==> src/rtl/sample_to_dac_code.sv <==
// Signed DSP sample to unsigned offset-binary DAC code: shift, bias, clamp.
// Two registered stages with valid/ready on both sides and a saturating clip counter.
module sample_to_dac_code #(
    parameter int unsigned DATA_W     = 16,
    parameter int unsigned OUT_W      = 10,
    parameter int unsigned DC_OFFSET  = 450,
    parameter int unsigned CODE_MAX   = 1023,
    parameter int unsigned GAIN_SHIFT = 0
) (
    input  logic              clk,
    input  logic              rst,
    input  logic [DATA_W-1:0] s_data,
    input  logic              s_valid,
    output logic              s_ready,
    output logic [OUT_W-1:0]  m_code,
    output logic              m_valid,
    input  logic              m_ready,
    output logic              m_sat_hi,
    output logic              m_sat_lo,
    output logic [15:0]       sat_count,
    input  logic              clr_sat
);

    // Two guard bits keep shift + bias free of intermediate overflow.
    localparam int unsigned SumW = DATA_W + 2;
    localparam logic signed [SumW-1:0] OffsetS     = SumW'(DC_OFFSET);
    localparam logic signed [SumW-1:0] CodeMaxS    = SumW'(CODE_MAX);
    localparam logic [OUT_W-1:0]       OffsetCode  = OUT_W'(DC_OFFSET);
    localparam logic [OUT_W-1:0]       CodeMaxCode = OUT_W'(CODE_MAX);

    logic signed [SumW-1:0] sum_q, sum_d;
    logic                   st1_valid_q, st1_valid_d;
    logic                   m_valid_q, m_valid_d;
    logic [OUT_W-1:0]       m_code_q, m_code_d;
    logic                   sat_hi_q, sat_hi_d;
    logic                   sat_lo_q, sat_lo_d;
    logic [15:0]            sat_count_q, sat_count_d;

    logic signed [DATA_W-1:0] shifted;
    logic                     accept;
    logic                     st2_load;
    logic                     clamp_lo;
    logic                     clamp_hi;

    assign shifted  = $signed(s_data) >>> GAIN_SHIFT;
    assign s_ready  = !st1_valid_q || !m_valid_q || m_ready;
    assign accept   = s_valid && s_ready;
    assign st2_load = st1_valid_q && (!m_valid_q || m_ready);
    assign clamp_lo = sum_q[SumW-1];
    assign clamp_hi = !clamp_lo && (sum_q > CodeMaxS);

    always_comb begin
        sum_d       = sum_q;
        st1_valid_d = st1_valid_q;
        if (accept) begin
            sum_d       = $signed({{2{shifted[DATA_W-1]}}, shifted}) + OffsetS;
            st1_valid_d = 1'b1;
        end else if (st2_load) begin
            st1_valid_d = 1'b0;
        end
    end

    always_comb begin
        m_valid_d = m_valid_q;
        m_code_d  = m_code_q;
        sat_hi_d  = sat_hi_q;
        sat_lo_d  = sat_lo_q;
        if (st2_load) begin
            m_valid_d = 1'b1;
            sat_hi_d  = clamp_hi;
            sat_lo_d  = clamp_lo;
            if (clamp_lo) begin
                m_code_d = '0;
            end else if (clamp_hi) begin
                m_code_d = CodeMaxCode;
            end else begin
                m_code_d = sum_q[OUT_W-1:0];
            end
        end else if (m_valid_q && m_ready) begin
            m_valid_d = 1'b0;
        end
    end

    always_comb begin
        sat_count_d = sat_count_q;
        if (clr_sat) begin
            sat_count_d = '0;
        end else if (st2_load && (clamp_lo || clamp_hi) && (sat_count_q != 16'hFFFF)) begin
            sat_count_d = sat_count_q + 16'd1;
        end
    end

    always_ff @(posedge clk or posedge rst) begin
        if (rst) begin
            sum_q       <= '0;
            st1_valid_q <= 1'b0;
            m_valid_q   <= 1'b0;
            m_code_q    <= OffsetCode;
            sat_hi_q    <= 1'b0;
            sat_lo_q    <= 1'b0;
            sat_count_q <= '0;
        end else begin
            sum_q       <= sum_d;
            st1_valid_q <= st1_valid_d;
            m_valid_q   <= m_valid_d;
            m_code_q    <= m_code_d;
            sat_hi_q    <= sat_hi_d;
            sat_lo_q    <= sat_lo_d;
            sat_count_q <= sat_count_d;
        end
    end

    assign m_code    = m_code_q;
    assign m_valid   = m_valid_q;
    assign m_sat_hi  = sat_hi_q;
    assign m_sat_lo  = sat_lo_q;
    assign sat_count = sat_count_q;

endmodule

==> config.mk <==
export PLATFORM = sky130hd
export DESIGN_NAME = sample_to_dac_code
export DESIGN_NICKNAME = d
export VERILOG_FILES = /design/src/rtl/sample_to_dac_code.sv
export SDC_FILE = /design/constraint.sdc
export NUM_CORES = 1
export LEC_CHECK = 0
export BUFFER_PORTS_ARGS = -buffer_cell sky130_fd_sc_hd__buf_2
export CELL_PAD_IN_SITES_DETAIL_PLACEMENT = 2
export CELL_PAD_IN_SITES_GLOBAL_PLACEMENT = 2
export CORE_UTILIZATION = 34
export CTS_CLUSTER_DIAMETER = 40
export DETAILED_ROUTE_END_ITERATION = 8
export PLACE_DENSITY_LB_ADDON = 0.1
export SLEW_MARGIN = 20
export SYNTH_ARGS = -nofsm -noshare
export SYNTH_HDL_FRONTEND = slang
export SYNTH_SLANG_ARGS = --single-unit
==> constraint.sdc <==
create_clock -name clk -period 2.5 [get_ports clk]
set_input_delay 0.625 -clock clk [delete_from_list [all_inputs] [get_ports clk]]
set_output_delay 0.625 -clock clk [all_outputs]
set_load 0.005 [all_outputs]
Yosys cells after proc, flatten, opt, wreduce, memory -nomap -nowiden
Cells that the tools add are included.
- add/subtract/negate cells: 2
- order comparisons: 1
- eq/ne operators: 1
- mux-type cells: 8
- reductions and logical operators: 16
- operators with widths (cell ; number):
    2-to-1 mux 16 bit ; 2
    2-to-1 mux 10 bit ; 2
    greater-than comparator 18 x 11 -> 1 bit (second input constant) ; 1
    adder 16 x 10 -> 17 bit (second input constant) ; 1
    adder 16 x 1 -> 16 bit (second input constant) ; 1
    inequality test 16 bit (second input constant) ; 1
    logical AND 1 bit ; 6
    nonzero test 2 bit ; 3
    logical OR 1 bit ; 4
    2-to-1 mux 1 bit ; 4
    logical NOT 1 bit ; 3
- register bits: 48
- input bits: 21
- output and inout bits: 30
- logic and storage cells: 35

Longest topological paths before layout
- depth in word-level cells: 7
- gate-level depth with buffers: 6
- gate-level depth less buffers: 5

Worst setup path after synthesis
OpenSTA, ideal clock, no wires.
- kind: register to register
- from: reg sat_count_q[0] (netlist: sat_count[0])
- to: reg sat_count_q[10] (netlist: sat_count[10])
- setup time: 0.125 ns
- arrival: 1.770 ns
- required time: 2.375 ns
- path slack: 0.605 ns
- stages on the path, launching flop included: 7
- path buffers: 1
- period minus slack after synthesis: 1.895 ns
- cells stage by stage: dfrtp_1 -> ha_1 -> nand3_2 -> nor4_4 -> buf_2 -> a2111oi_0 -> mux2_2
- longest elaborated chain between the ends: 3
- elaborated cells on any way between the ends: 6
- classes of those cells: add/sub (1); eq/ne (1); mux (2); reduce/logical (2)
- RTL lines (what ; line ; source):
    from (decl) ; 37 ; logic [15:0] sat_count_q, sat_count_d;
    from (signal assigned) ; 109 ; sat_count_q <= sat_count_d;
    adder 16 x 1 -> 16 bit or inequality test 16 bit (tied branches) ; 89, 88 ;
    2-to-1 mux 16 bit or logical AND 1 bit (tied branches) ; 88 ; end else if (st2_load && (clamp_lo || clamp_hi) && (sat_count_q != 16'hFFFF)) begin
    2-to-1 mux 16 bit or nonzero test 2 bit (tied branches) ; n/a ;
Several ways; a longest one is shown, not always the timed one. The select of a mux whose other input is x is not followed.
A chain may end at the register's enable or synchronous reset.

Final worst setup path
Ends and elaborated chain as after synthesis.

==> out/metrics.csv <==
metric,value,unit
most frequent cells in the layout,"50 x buf_2, 46 x nand2_1, 43 x dfrtp_1",
top cell type's share of synthesized area,0.420,
min-delay worst type,in -> async,
RePlAce Congestion,0.738,
Reg2Reg Depth,5,
"Worst Path Class, Setup",reg -> reg,
Die Wd,88.8,um
Tot Pwr,1.74,mW
Slowest cell on crit path,a2111oi_0,
share of layout cells above drive strength 1,0.278,
PnR worst setup slack,317,ps
Power Density,574,nW/um^2
post-route antenna net violation count,0,
"most common cell after layout, fill and taps aside",buf_2,
DR vias/cell,5.25,
TritonCTS Buffers,5,
Detail Placement HPWL,5050,um
Reg2Reg Capture Point,sat_count[10],
routed wire length,6910,um
Final Hold Fails,0,
first-pass GRT wire length,11400,um
commonest register cell after synthesis,dfrtp_1,
starting DRC count in detailed routing,65,
num rows,31,
Layout Nets,342,
f_max,458,MHz
share of flip-flops with an asynchronous set or reset,1.00,
CP required,2700,ps
Synth area leader,dfrtp_1,
Mapped Area,2560,sq um
Worst-Skew Late Latency,310,ps
drt wl/cell,16.5,um
# setup viols final,0,
htree depth,2,
Area contributors post-synth,"dfrtp_1 42%, nand2_1 6.7%, nor2_1 4.2%",
"Clk pin slew, worst setup/hold paths",90,ps
layout overhead on the synthesized area,18.1,%
setup TNS,0,ps
antenna violations before repair,0,
Syn Nets,291,
TritonCTS clock tree,yes,
Detailed Routing Iterations Pass 1,4,
Mapped Avg Cell Area,9.56,sq um
largest net degree at the start of global routing,48,
crit share post-route,0.873,
clock sink count,47,
"Max FO, Critical Path",6,
Ant. Diodes,0,
worst-path cell chain,ha_1 -> nand3_2 -> or2_2 -> a2111oi_0 -> mux2_2,
Max stage delay on crit path,550,ps
total grt overflow,0,
cts repair resizes,0,
Ports,51,
DIE AREA,7890,sq um
starting density of the core,0.353,
Die Ht,88.8,um
clk_skew,7.13,ps
Max Cap Violations,0,
Layout Utilization,0.417,
Least-Margin Pin Slew,1060,ps
Core Footprint,7250,sq um
sequential fraction of the synthesis area,0.461,
Yosys reg bits,47,
Post-CTS Hold Buffers,0,
leakage power,1.40,nW
Root Buffer,clkbuf_8,
synth warn,0,
CP Launch Type,register,
# DRC,0,
Tmin final,2180,ps
DR vias,2198,
RSZ-0062 raised after global routing,false,
worst relative slew slack,0.290,
synth unique cells,48,
Max clock buf depth,2,
Min Hold Slack,472,ps
flop2flop setup slack,320,ps
status,"finished, final reports clean",
Post-synth EDFFs,0,
number of post-CTS setup repair buffers,0,
Port Buf Inserts,50,
Synth Instances,268,
Slew Limit Fails,0,
maximum VDD drop,0.206,mV
gr usage total,0.191,
crit path DAT,2380,ps
R2R Path Start,sat_count[0],
vias in the first global route,2244,
Worst Setup End Kind,register,
dpl ws,287,ps
[per-layer routing]
| layer | track usage | vias up | part of all wire |
|---|---|---|---|
| li1 | - | 1050 | - |
| met1 | 0.258 | 1087 | 0.48 |
| met2 | 0.308 | 49 | 0.47 |
| met3 | 0.0364 | 12 | 0.039 |
| met4 | 0.0601 | 0 | 0.014 |
| met5 | 0 | - | 0 |
[critical path, delay by kind of cell, from the launching register on]
family / cells / cell delay [ps]
simple gates: 2 / 490
compound gates: 1 / 550
flops: 1 / 430
fa+ha+maj: 1 / 220
mux: 1 / 390
[sequential cells by signal, summed over array words and instances (netlist names)]
signal,flops
m_code,10
m_sat_hi,1
m_sat_lo,1
m_valid,1
sat_count,16
st1_valid_q,1
sum_q,17
[power by group]
part | total [mW] | internal, mW | switching [mW]
clock network | 0.504 | 0.227 | 0.276
registers | 0.917 | 0.861 | 0.0556
logic | 0.317 | 0.132 | 0.185
total | 1.74 | 1.22 | 0.517
[per-stage QoR]
step	area (sq um)	cells
global route	3030	419
floorplan	2560	268
global placement	2930	411
finish	3030	419
CTS	3030	419
detailed placement	2930	411
[how the worst max path moves through the flow]
stage	startpoint	end	slack, ps
after floorplan	sat_count[0]	sat_count[10]	600
after global placement	sat_count[12]	sat_count[9]	340
after detailed placement	m_ready	sat_count[10]	290
after CTS	sat_count[0]	sat_count[10]	330
after global routing	sat_count[0]	sat_count[10]	190
final	sat_count[0]	sat_count[10]	320
[logic make-up after synthesis]
kind of cell,after synthesis,share of synthesized area
XOR/XNOR,9,0.0308
adder cells (fa/ha/maj),2,0.00976
AND/OR/NAND/NOR,126,0.249
AO/OA/AOI/OAI,49,0.146
multiplexers,17,0.0737
buffers and inverters,18,0.0298
flip-flops,47,0.461
[cell usage after synthesis, types with 3 or more instances]
cell type	instances
a2111oi_0	3
nor2b_1	14
dfrtp_1	43
mux2_2	8
o21ai_0	12
nor2_1	29
a21oi_1	3
xnor2_1	6
and3_1	4
nand2b_1	4
a211oi_1	7
xor2_1	3
nand3_1	10
clkbuf_1	11
mux2_1	7
dfstp_2	4
inv_1	5
or3_1	3
o31ai_1	11
nand2_1	46
[area by class of cell]
class | count | area (sq um)
multi-input cells | 203 | 1310
flip-flops and latches | 47 | 1180
inverters | 5 | 18.8
repair buffers | 57 | 303
fillers | 845 | 4230
well taps | 99 | 124
clock buffers | 7 | 86.3
clock inverters | 1 | 8.76
Note: power is estimated with default switching activity, not from simulation.
